File: src/rtl/imm_materializer.sv
// Turns a 32-bit constant into the RV32I LUI/ADDI words that rebuild it in rd.
// The words leave one at a time through a registered valid/ready stream.
module imm_materializer #(
    parameter int XLEN = 32
) (
    input  logic            clk,
    input  logic            reset,
    input  logic            inValid,
    output logic            inReady,
    input  logic [XLEN-1:0] inValue,
    input  logic [4:0]      inRd,
    output logic            outValid,
    input  logic            outReady,
    output logic [XLEN-1:0] outInstr,
    output logic            outLast
);

    typedef enum logic [1:0] {
        IDLE      = 2'd0,
        EMIT_LUI  = 2'd1,
        EMIT_ADDI = 2'd2
    } state_t;

    localparam logic [6:0] OPC_LUI  = 7'b0110111;
    localparam logic [6:0] OPC_ADDI = 7'b0010011;

    function automatic logic [XLEN-1:0] enc_lui(input logic [19:0] hi20, input logic [4:0] rd);
        return {hi20, rd, OPC_LUI};
    endfunction

    function automatic logic [XLEN-1:0] enc_addi(input logic [11:0] lo12, input logic [4:0] rs1,
                                                 input logic [4:0] rd);
        return {lo12, rs1, 3'b000, rd, OPC_ADDI};
    endfunction

    state_t          state;
    logic            need_pair;
    logic [XLEN-1:0] pending_addi;

    logic [11:0] lo12;
    logic [19:0] hi20;
    logic        fits12;
    logic        lo_zero;
    logic        accept;
    logic        transfer;

    // Adding 0x800 before taking [31:12] only ever carries in value[11],
    // so the sign correction reduces to an increment of the upper bits.
    assign lo12     = inValue[11:0];
    assign hi20     = inValue[31:12] + {19'd0, inValue[11]};
    assign fits12   = (&inValue[31:11]) | ~(|inValue[31:11]);
    assign lo_zero  = ~(|lo12);
    assign inReady  = (state == IDLE);
    assign accept   = inValid & inReady;
    assign transfer = outValid & outReady;

    always_ff @(posedge clk or posedge reset) begin
        if (reset) begin
            state     <= IDLE;
            need_pair <= 1'b0;
            outValid  <= 1'b0;
            outInstr  <= '0;
            outLast   <= 1'b0;
        end else begin
            case (state)
                IDLE: begin
                    if (accept) begin
                        outValid <= 1'b1;
                        if (fits12) begin
                            state     <= EMIT_ADDI;
                            need_pair <= 1'b0;
                            outInstr  <= enc_addi(lo12, 5'd0, inRd);
                            outLast   <= 1'b1;
                        end else begin
                            state     <= EMIT_LUI;
                            need_pair <= ~lo_zero;
                            outInstr  <= enc_lui(hi20, inRd);
                            outLast   <= lo_zero;
                        end
                    end
                end
                EMIT_LUI: begin
                    if (transfer) begin
                        if (need_pair) begin
                            state    <= EMIT_ADDI;
                            outInstr <= pending_addi;
                            outLast  <= 1'b1;
                        end else begin
                            state    <= IDLE;
                            outValid <= 1'b0;
                        end
                    end
                end
                EMIT_ADDI: begin
                    if (transfer) begin
                        state    <= IDLE;
                        outValid <= 1'b0;
                    end
                end
                default: begin
                    state    <= IDLE;
                    outValid <= 1'b0;
                end
            endcase
        end
    end

    // Second word of a pair is built at accept time, while value/rd are still on the inputs.
    always_ff @(posedge clk) begin
        if (accept) begin
            pending_addi <= enc_addi(lo12, inRd, inRd);
        end
    end

endmodule

File: config.mk
export PLATFORM = sky130hd
export DESIGN_NAME = imm_materializer
export DESIGN_NICKNAME = d
export VERILOG_FILES = /design/src/rtl/imm_materializer.sv
export SDC_FILE = /design/constraint.sdc
export NUM_CORES = 1
export LEC_CHECK = 0
export ABC_AREA = 1
export CAP_MARGIN = 20
export CORE_AREA = 2 2 74 76
export DETAILED_ROUTE_END_ITERATION = 16
export DIE_AREA = 0 0 76 78
export DONT_BUFFER_PORTS = 1
export PLACE_DENSITY = 0.78
export SETUP_SLACK_MARGIN = 0.3
export SKIP_CTS_REPAIR_TIMING = 1
export SLEW_MARGIN = 20
export SYNTH_ARGS = -nofsm -noshare
export SYNTH_HDL_FRONTEND = slang
export SYNTH_SLANG_ARGS = --single-unit
export TNS_END_PERCENT = 100
File: constraint.sdc
create_clock -name clk -period 1.6 [get_ports clk]
set_clock_uncertainty 0.15 [all_clocks]
set_input_delay 0.16 -clock clk [delete_from_list [all_inputs] [get_ports clk]]
set_output_delay 0.16 -clock clk [all_outputs]
set_load 0.01 [all_outputs]
==> impl.org, run 1 <==
** Die
- Die Area :: 5928 um2
- Width of the chip :: 76 um
- Row count :: 26
- The core region is 5042 um2.
- Initial Util :: 54.22%
- Floorplan die height :: 78 um
- Number of I/O pins :: 76

** Logic synthesis
- Share of the synthesized area in the top cell type :: 29.29%
- In the post-synthesis netlist, the biggest area contributors are sky130_fd_sc_hd__dfrtp_1 29%, sky130_fd_sc_hd__edfxtp_1 19%, sky130_fd_sc_hd__nand2_1 16%.
- During synthesis, Yosys emitted a total of 0 warnings.
- The netlist uses 35 different library cells.
- For this run, the register share of the synthesized area comes to 47.96%.
- The cell count after synthesis came out at 346.
- Synthesis inferred 49 register bits.
- Top cell type by total area after synthesis :: sky130_fd_sc_hd__dfrtp_1
- Summed instance area of the synthesized netlist :: 2734 um2
- Averaged over all synthesized cells, the footprint is 7.901 um2.

** Pwr
- For this design the static power due to leakage is 1.552 nW.
- The design draws 6.389 mW.
- In this run the power density over the cells is 1808 nW/um2.
- IR analysis of the VDD net gives a maximum drop of 0.001071 V.

** Global routing
- The first global-routing pass estimated 10680 um of wire.
- The number of global-route vias before repair came to 2247.
- Pin count of the biggest net entering global routing :: 33
- Global routing finished with a remaining overflow of 0.
- In the global route stage, overall resource usage came out at 22.63%.
- The number of antenna violations at the first check in global routing is 0.

** Timing
- Hold violation total from the final report :: 4
- The tightest hold path in the finished design has a slack of -0.05384 ns.
- Achievable frequency :: 0.5948 GHz
- Setup violations remaining at the end of the flow were counted as 21.
- Share of the clock period used by the worst path :: 105.1%
- Summed over all failing endpoints, the final setup total negative slack is -0.6919 ns.
- Time the worst path needs with I/O delays and setup :: 1.681 ns
- Once routing completed, OpenROAD measured the worst setup slack at -0.08128 ns.
- RSZ-0062 raised after global routing :: yes
- Number of max-slew violations in the final report :: 0

** Layout
- Most frequent cells in the layout :: 107 x sky130_fd_sc_hd__nand2_1, 56 x sky130_fd_sc_hd__nor2_1, 30 x sky130_fd_sc_hd__dfrtp_1
- Compared with the post-synthesis result, the final layout area differs by 29.24%.
- Combined area of the multi-input logic cells :: 1349 um2
- The library cell used most frequently in the layout, excluding fill and tap cells, is sky130_fd_sc_hd__nand2_1.
- Fraction of layout cells with a size suffix above 1 :: 21.55%
- Final non-filler cell area :: 3533 um2
- The layout has 363 filler cells.
- Number of nets at the end of the flow :: 442
- The sequential cells in the finished layout cover a total of 1314 um2.
- The repair_antennas step left the layout with diodes totalling 0.

** Detailed routing
- After detailed routing, the number of vias per cell comes to 5.567.
- DR WL/cell :: 16.50 um
- The first detailed-routing pass ran for 6 iterations.
- The routed layout has 2611 vias.
- Initial detailed-routing violation count :: 282
- Total detailed-routing wirelength :: 7737 um
- Number of antenna-violating nets in the routed design :: 0
- For this run, design rule violations remaining after detail routing come to 0.

** Setup path
- The slowest stage of the critical path belongs to the cell sky130_fd_sc_hd__dfrtp_2.
- Across all register-to-register paths, the minimum setup slack is -0.08 ns.
- For the worst setup path, the data required time is 1.65 ns.
- The setup path with the least slack is of type reg2reg.
- The critical path contains buffers and inverters numbering 2 combined.
- Critical path cell sequence :: inv_2 > nor2_4 > nand2_2 > nand2_2 > nor2_4 > inv_4 > a21oi_1 > o22ai_1
- Kind of start point of the critical path :: flop
- STA classifies the critical path endpoint as a flop.
- Largest driver fanout on the critical path :: 5
- For the worst setup path, the data arrival time is 1.73 ns.
- On the worst path, the slowest cell contributes a delay of 0.46 ns.
- Family with the most delay on the worst path :: flip-flops

** CTS
- CTS clk-pin slew, worst paths :: 0.10 ns
- The number of clock buffers added by TritonCTS is 5.
- CTS tree :: built
- In this run the number of H-tree levels came out at 2.
- Clock tree synthesis found a total of 49 sinks.
- The clock reaches the later pin of the worst-skew pair after 0.31 ns.
- The clock passes through at most 2 buffers.
- The tree is rooted in a sky130_fd_sc_hd__clkbuf_8.

** Placed design
- Summed over all nets, the half-perimeter wirelength after detailed placement is 4841 um.
- At the end of routability-driven placement, the weighted congestion stood at 0.9179.
- Once placement finished, the instance area stood at 2909 um2.
- In this run the tool buffered the top-level ports with 0 buffer cells.

** Hold path
- Hold crit path type :: in2reg

** Run
- Number of maximum-capacitance violations :: 0

** Status
- The run finished, with violations left.
- The checks that failed: hold timing, setup timing.
-- stage by stage --
stage | hold WS [ns] | utilization, % | cells | setup WS, ns
after floorplan | 0.1089 | - | 347 | 0.09425
after global placement | 0.01082 | 57.69 | 420 | 0.07183
after detailed placement | 0.01955 | 57.69 | 420 | -0.02103
after CTS | -0.3150 | 59.48 | 428 | -0.03525
after global routing | -0.01594 | 70.07 | 469 | -0.1494
final | -0.05384 | 70.07 | 469 | -0.08128
-- routing by layer --
layer / track usage (%) / vias up / share of wire (%) / wire length (um)
met5: 0 / - / 0 / 0
met4: 8.364 / 0 / 2.0 / 154
met3: 6.512 / 18 / 10 / 786
met2: 35.71 / 173 / 49 / 3759
met1: 29.89 / 1217 / 39 / 3036
li1: - / 1203 / - / -
-- state kept, by name (all words and copies together) (netlist names) --
register      cells
pending_addi     17
outValid          1
outLast           1
state             2
outInstr         27
need_pair         1
-- power by group --
part | switching, mW | leakage, nW | internal [mW]
Combinational | 1.81 | 0.975 | 1.48
Sequential | 0.516 | 0.533 | 1.83
Clock | 0.447 | 0.0445 | 0.311
Total | 2.77 | 1.55 | 3.62
-- final timing paths --
path,startpoint,endpoint,cells past startpoint
setup / recovery,state[0],outInstr[17],8
hold / removal,inValue[10],outInstr[30],4
min in group asynchronous,reset,outInstr[4],3
setup reg to reg,state[0],outInstr[17],8
hold reg to reg,outInstr[13],outInstr[13],2
max in group asynchronous,reset,state[1],3
-- cell type report --
| class | count | share of cell area [%] |
|---|---|---|
| well taps | 70 | 2.479 |
| flip-flops and latches | 49 | 37.18 |
| clock inverters | 3 | 0.6020 |
| clock buffers | 5 | 1.948 |
| inverters | 21 | 2.550 |
| multi-input cells | 264 | 38.17 |
| repair buffers | 57 | 17.07 |
-- logic make-up (layout without fill, tap and decap cells) --
logic type / Yosys count / in the layout / share of synthesized area, %
and+or+nand+nor: 222 / 222 / 34.28
DFF: 49 / 49 / 47.96
buffers and inverters: 34 / 86 / 7.093
AOI/OAI and AO/OA: 23 / 23 / 4.668
xor gates and xnor gates: 14 / 14 / 4.485
adders and majority gates: 3 / 3 / 1.373
other: 1 / 2 / 0.1372
-- cell usage after synthesis, drive strengths merged --
| cell | count |
|---|---|
| o22ai | 1 |
| ha | 3 |
| edfxtp | 17 |
| xor2 | 6 |
| nor4 | 3 |
| a21o | 1 |
| a31oi | 1 |
| a41oi | 1 |
| nand4 | 2 |
| inv | 21 |
| nor3 | 1 |
| nand2 | 119 |
| o21ai | 7 |
| buf | 9 |
| clkbuf | 4 |
| a21oi | 12 |
| or2 | 1 |
| nor2 | 72 |
| nand3 | 22 |
| conb | 1 |
| dfrtp | 32 |
| nand3b | 2 |
| xnor2 | 8 |
-- tightest hold or removal path: stages --
cell and delay [ns]:
sky130_fd_sc_hd__nand2_1 0.03, sky130_fd_sc_hd__nand3_1 0.08, sky130_fd_sc_hd__nand2_1 0.06, sky130_fd_sc_hd__nand2_1 0.05
Power figures use the tool's default switching activity.
==> inputs of run 2 (changes only) <==
- CELL_PAD_IN_SITES_DETAIL_PLACEMENT: unset -> 0
- CELL_PAD_IN_SITES_GLOBAL_PLACEMENT: unset -> 1
- CORE_AREA: 2 2 74 76 -> 2 2 85 87
- DIE_AREA: 0 0 76 78 -> 0 0 87 89
- PLACE_DENSITY: 0.78 -> 0.81
==> run 2 against run 1 <==
The flow still finishes with violations (hold timing, setup timing). Critical endpoint is now outInstr[11]. Non-clock buffer count did not move. Fmax rose by 2.7%. Sequential share of layout area fell by 0.60 points. Via count fell by 6.7%. Worst setup slack improved by 0.044 ns. Largest cell class unchanged. Combinational power barely moved.
==> impl.org, run 2 (synthesis gave the netlist of run 1 again) <==
** Detailed routing
- For this block, the initial DRC count from the detailed router was 137.
- Once detail routing completed, the nets flagged for antenna violations numbered 0.
- DRC violations left :: 0
- Wires add up to 7583 um.
- Number of detailed-routing iterations run before antenna repair :: 4
- In the routed layout, each cell is associated on average with a via count of 5.084.
- DR WL/cell :: 15.83 um
- For this block, the via count after detailed routing is 2435.

** Die
- Row count :: 30
- Once the floorplan was initialized, standard cells occupied 40.69% of the core.
- In this run the vertical extent of the chip is 89 um.
- Die Area :: 7743 um2
- For this design the top-level I/O count stands at 76.
- Measured along the x axis, the die boundary spans 87 um.
- The core region is 6719 um2.

** CTS
- CTS clk-pin slew, worst paths :: 0.10 ns
- In this run the clock root is driven by a sky130_fd_sc_hd__clkbuf_8.
- TritonCTS built the clock tree.
- The clock drives 49 sinks.
- CTS buffer count :: 5
- No sink is reached through more buffers than the 2 on the longest clock path.
- The H-tree was split into 2 levels.
- Clock latency on the worst-skew pair, taken at its later pin, is 0.31 ns.

** Setup path
- At the worst endpoint, the arrival time is 1.69 ns.
- Sort of element at the end of the critical path :: flop
- Number of cell instances on the worst register-to-register path :: 9
- The critical path is of the reg2reg type.
- Peak per-stage delay on the critical path :: 0.45 ns
- The most numerous cell type found on the critical path is sky130_fd_sc_hd__nor2_4.
- Worst reg-to-reg setup slack :: -0.04 ns
- The startpoint identified for the worst register-to-register timing path is state[0].
- STA classifies the critical path startpoint as a flop.
- Endpoint of the worst-slack reg-to-reg timing path :: outInstr[11]
- Among all stages on the critical path, the largest delay is contributed by sky130_fd_sc_hd__dfrtp_2.
- Largest driver fanout on the critical path :: 8
- Critical path cell sequence :: inv_2 > nor2_4 > nand2_2 > nand2_4 > nor2_4 > clkinv_4 > buf_4 > a21oi_4 > a21oi_1
- STA puts the critical path data required time at 1.65 ns.

** Timing
- For the final routed database, the setup TNS stands at -0.1219 ns.
- Setup repair after global routing could not meet its margin everywhere.
- Share of the clock period used by the worst path :: 102.3%
- Final Worst Setup Slack :: -0.03730 ns
- The number of endpoints with negative hold slack in the final report is 5.
- Number of max-slew violations in the final report :: 0
- Time the worst path needs with I/O delays and setup :: 1.637 ns
- Hold slack final :: -0.04500 ns
- Achievable frequency :: 0.6108 GHz
- Setup violations remaining at the end of the flow were counted as 7.

** Placed design
- The congestion estimate from routability-driven global placement came to 0.8856.
- Timing analysis after detailed placement gives a worst setup slack of 0.01832 ns.
- HPWL reported at the end of detailed placement :: 5197 um
- Dpl cells :: 433
- Port-buffer cells :: 0

** Hold path
- The path class of the tightest hold or removal check is in2reg.
- Min-delay src :: inValue[10]
- Depth of the worst hold-timing path :: 4
- Hold path endpoint :: outInstr[30]

** Layout
- Signed area change from the synthesized netlist to the final layout :: 31.35%
- Fraction of layout cells with a size suffix above 1 :: 22.81%
- The register with the most flip-flops in the layout has 27 of them.
- Most frequent cells in the layout :: 107 x sky130_fd_sc_hd__nand2_1, 49 x sky130_fd_sc_hd__nor2_1, 30 x sky130_fd_sc_hd__dfrtp_1
- Registers with the most flip-flops :: outInstr: 27 flops, pending_addi: 17 flops, state: 2 flops
- The register with the most flip-flops in the final layout is outInstr.
- At the end of the flow, the number of nets in the layout was 442.
- Antenna Cells :: 0
- Leaving out fill and tap cells, the most frequent cell in the layout is sky130_fd_sc_hd__nand2_1.
- Excluding fillers, the count of instances in the completed layout stands at 479.
- For this run, the share of the core covered by cells in the final layout is 53.45%.

** Global routing
- Pin count of the biggest net entering global routing :: 33
- For this run the aggregate overflow at the end of global routing stands at 0.
- The number of antenna violations at the first check in global routing is 0.
- Global-route wire length before repair :: 10870 um
- Number of global-route vias before repair :: 2161
- Total global routing track utilization :: 18.30%

** Pwr
- Static power due to leakage :: 1.556 nW
- Switching power of the nets :: 2.713 mW
- Peak supply drop :: 0.0007245 V
- Combinational logic burns 50.8% of the power.
- Per report_power, the clock group accounts for 12.9% of the total.
- Sequential cells account for 36.3% of the total power.
- Internal portion of total power :: 3.725 mW
- Power spread over the standard cell area amounts to 1793 nW/um2.
- Net switching is 42.14% of the power.

** Status
- The run finished, with violations left.
- The checks that failed: hold timing, setup timing.

** Run
- Number of maximum-capacitance violations :: 0
run 2: cell types whose count changed in the layout (fill, tap and decap cells not counted), sizes merged:
cell | before | now
buf | 29 | 30
clkinv | 1 | 2
inv | 21 | 19
run 2: layer usage:
layer  up-vias  track usage, %  wire [um]  share of wire [%]
met5         -               0          0                  0
met4         0           5.966        143                1.9
met3        14           4.617        545                7.2
met2        94           27.69       3527                 47
met1      1129           25.72       3367                 44
li1       1198               -          -                  -
run 2: cell type report:
cell class / instances / area (um2)
fill: 625 / 3128
multi-input combinational: 264 / 1376
sequential: 49 / 1314
timing repair buffer: 57 / 603.1
tap: 80 / 100.1
clock buffer: 6 / 93.84
inverter: 21 / 92.59
clock inverter: 2 / 11.26
run 2: how the worst max path moves through the flow:
stage	slack [ns]	endpoint	start
2_1_floorplan	0.09	outInstr[11]	state[0]
3_3_place_gp	0.03	need_pair	inValue[11]
3_5_place_dp	0.02	need_pair	state[0]
4_1_cts	-0.01	need_pair	state[0]
5_1_grt	-0.10	outInstr[29]	state[0]
6_report	-0.04	outInstr[11]	state[0]
run 2: power by group through the flow:
stage	clock network, mW	logic (mW)	registers, mW
finish	0.830	3.27	2.34
global route	0.889	3.61	2.39
CTS	0.848	2.36	2.33
detailed placement	0	2.36	2.35
global placement	0	2.32	2.34
floorplan	0	1.73	2.25
run 2: metrics by stage:
step / area, um2 / power, mW
4_1_cts: 3062 / 5.537
6_report: 3591 / 6.439
2_1_floorplan: 2783 / 3.979
3_3_place_gp: 2957 / 4.660
5_1_grt: 3591 / 6.894
3_5_place_dp: 2957 / 4.709
run 2: worst max-delay path, delay by kind of cell (launching register included):
kind | cells | cell delay, ns
and+or+nand+nor | 4 | 0.36
buffers and inverters | 3 | 0.37
AOI/OAI and AO/OA | 2 | 0.19
DFF | 1 | 0.45
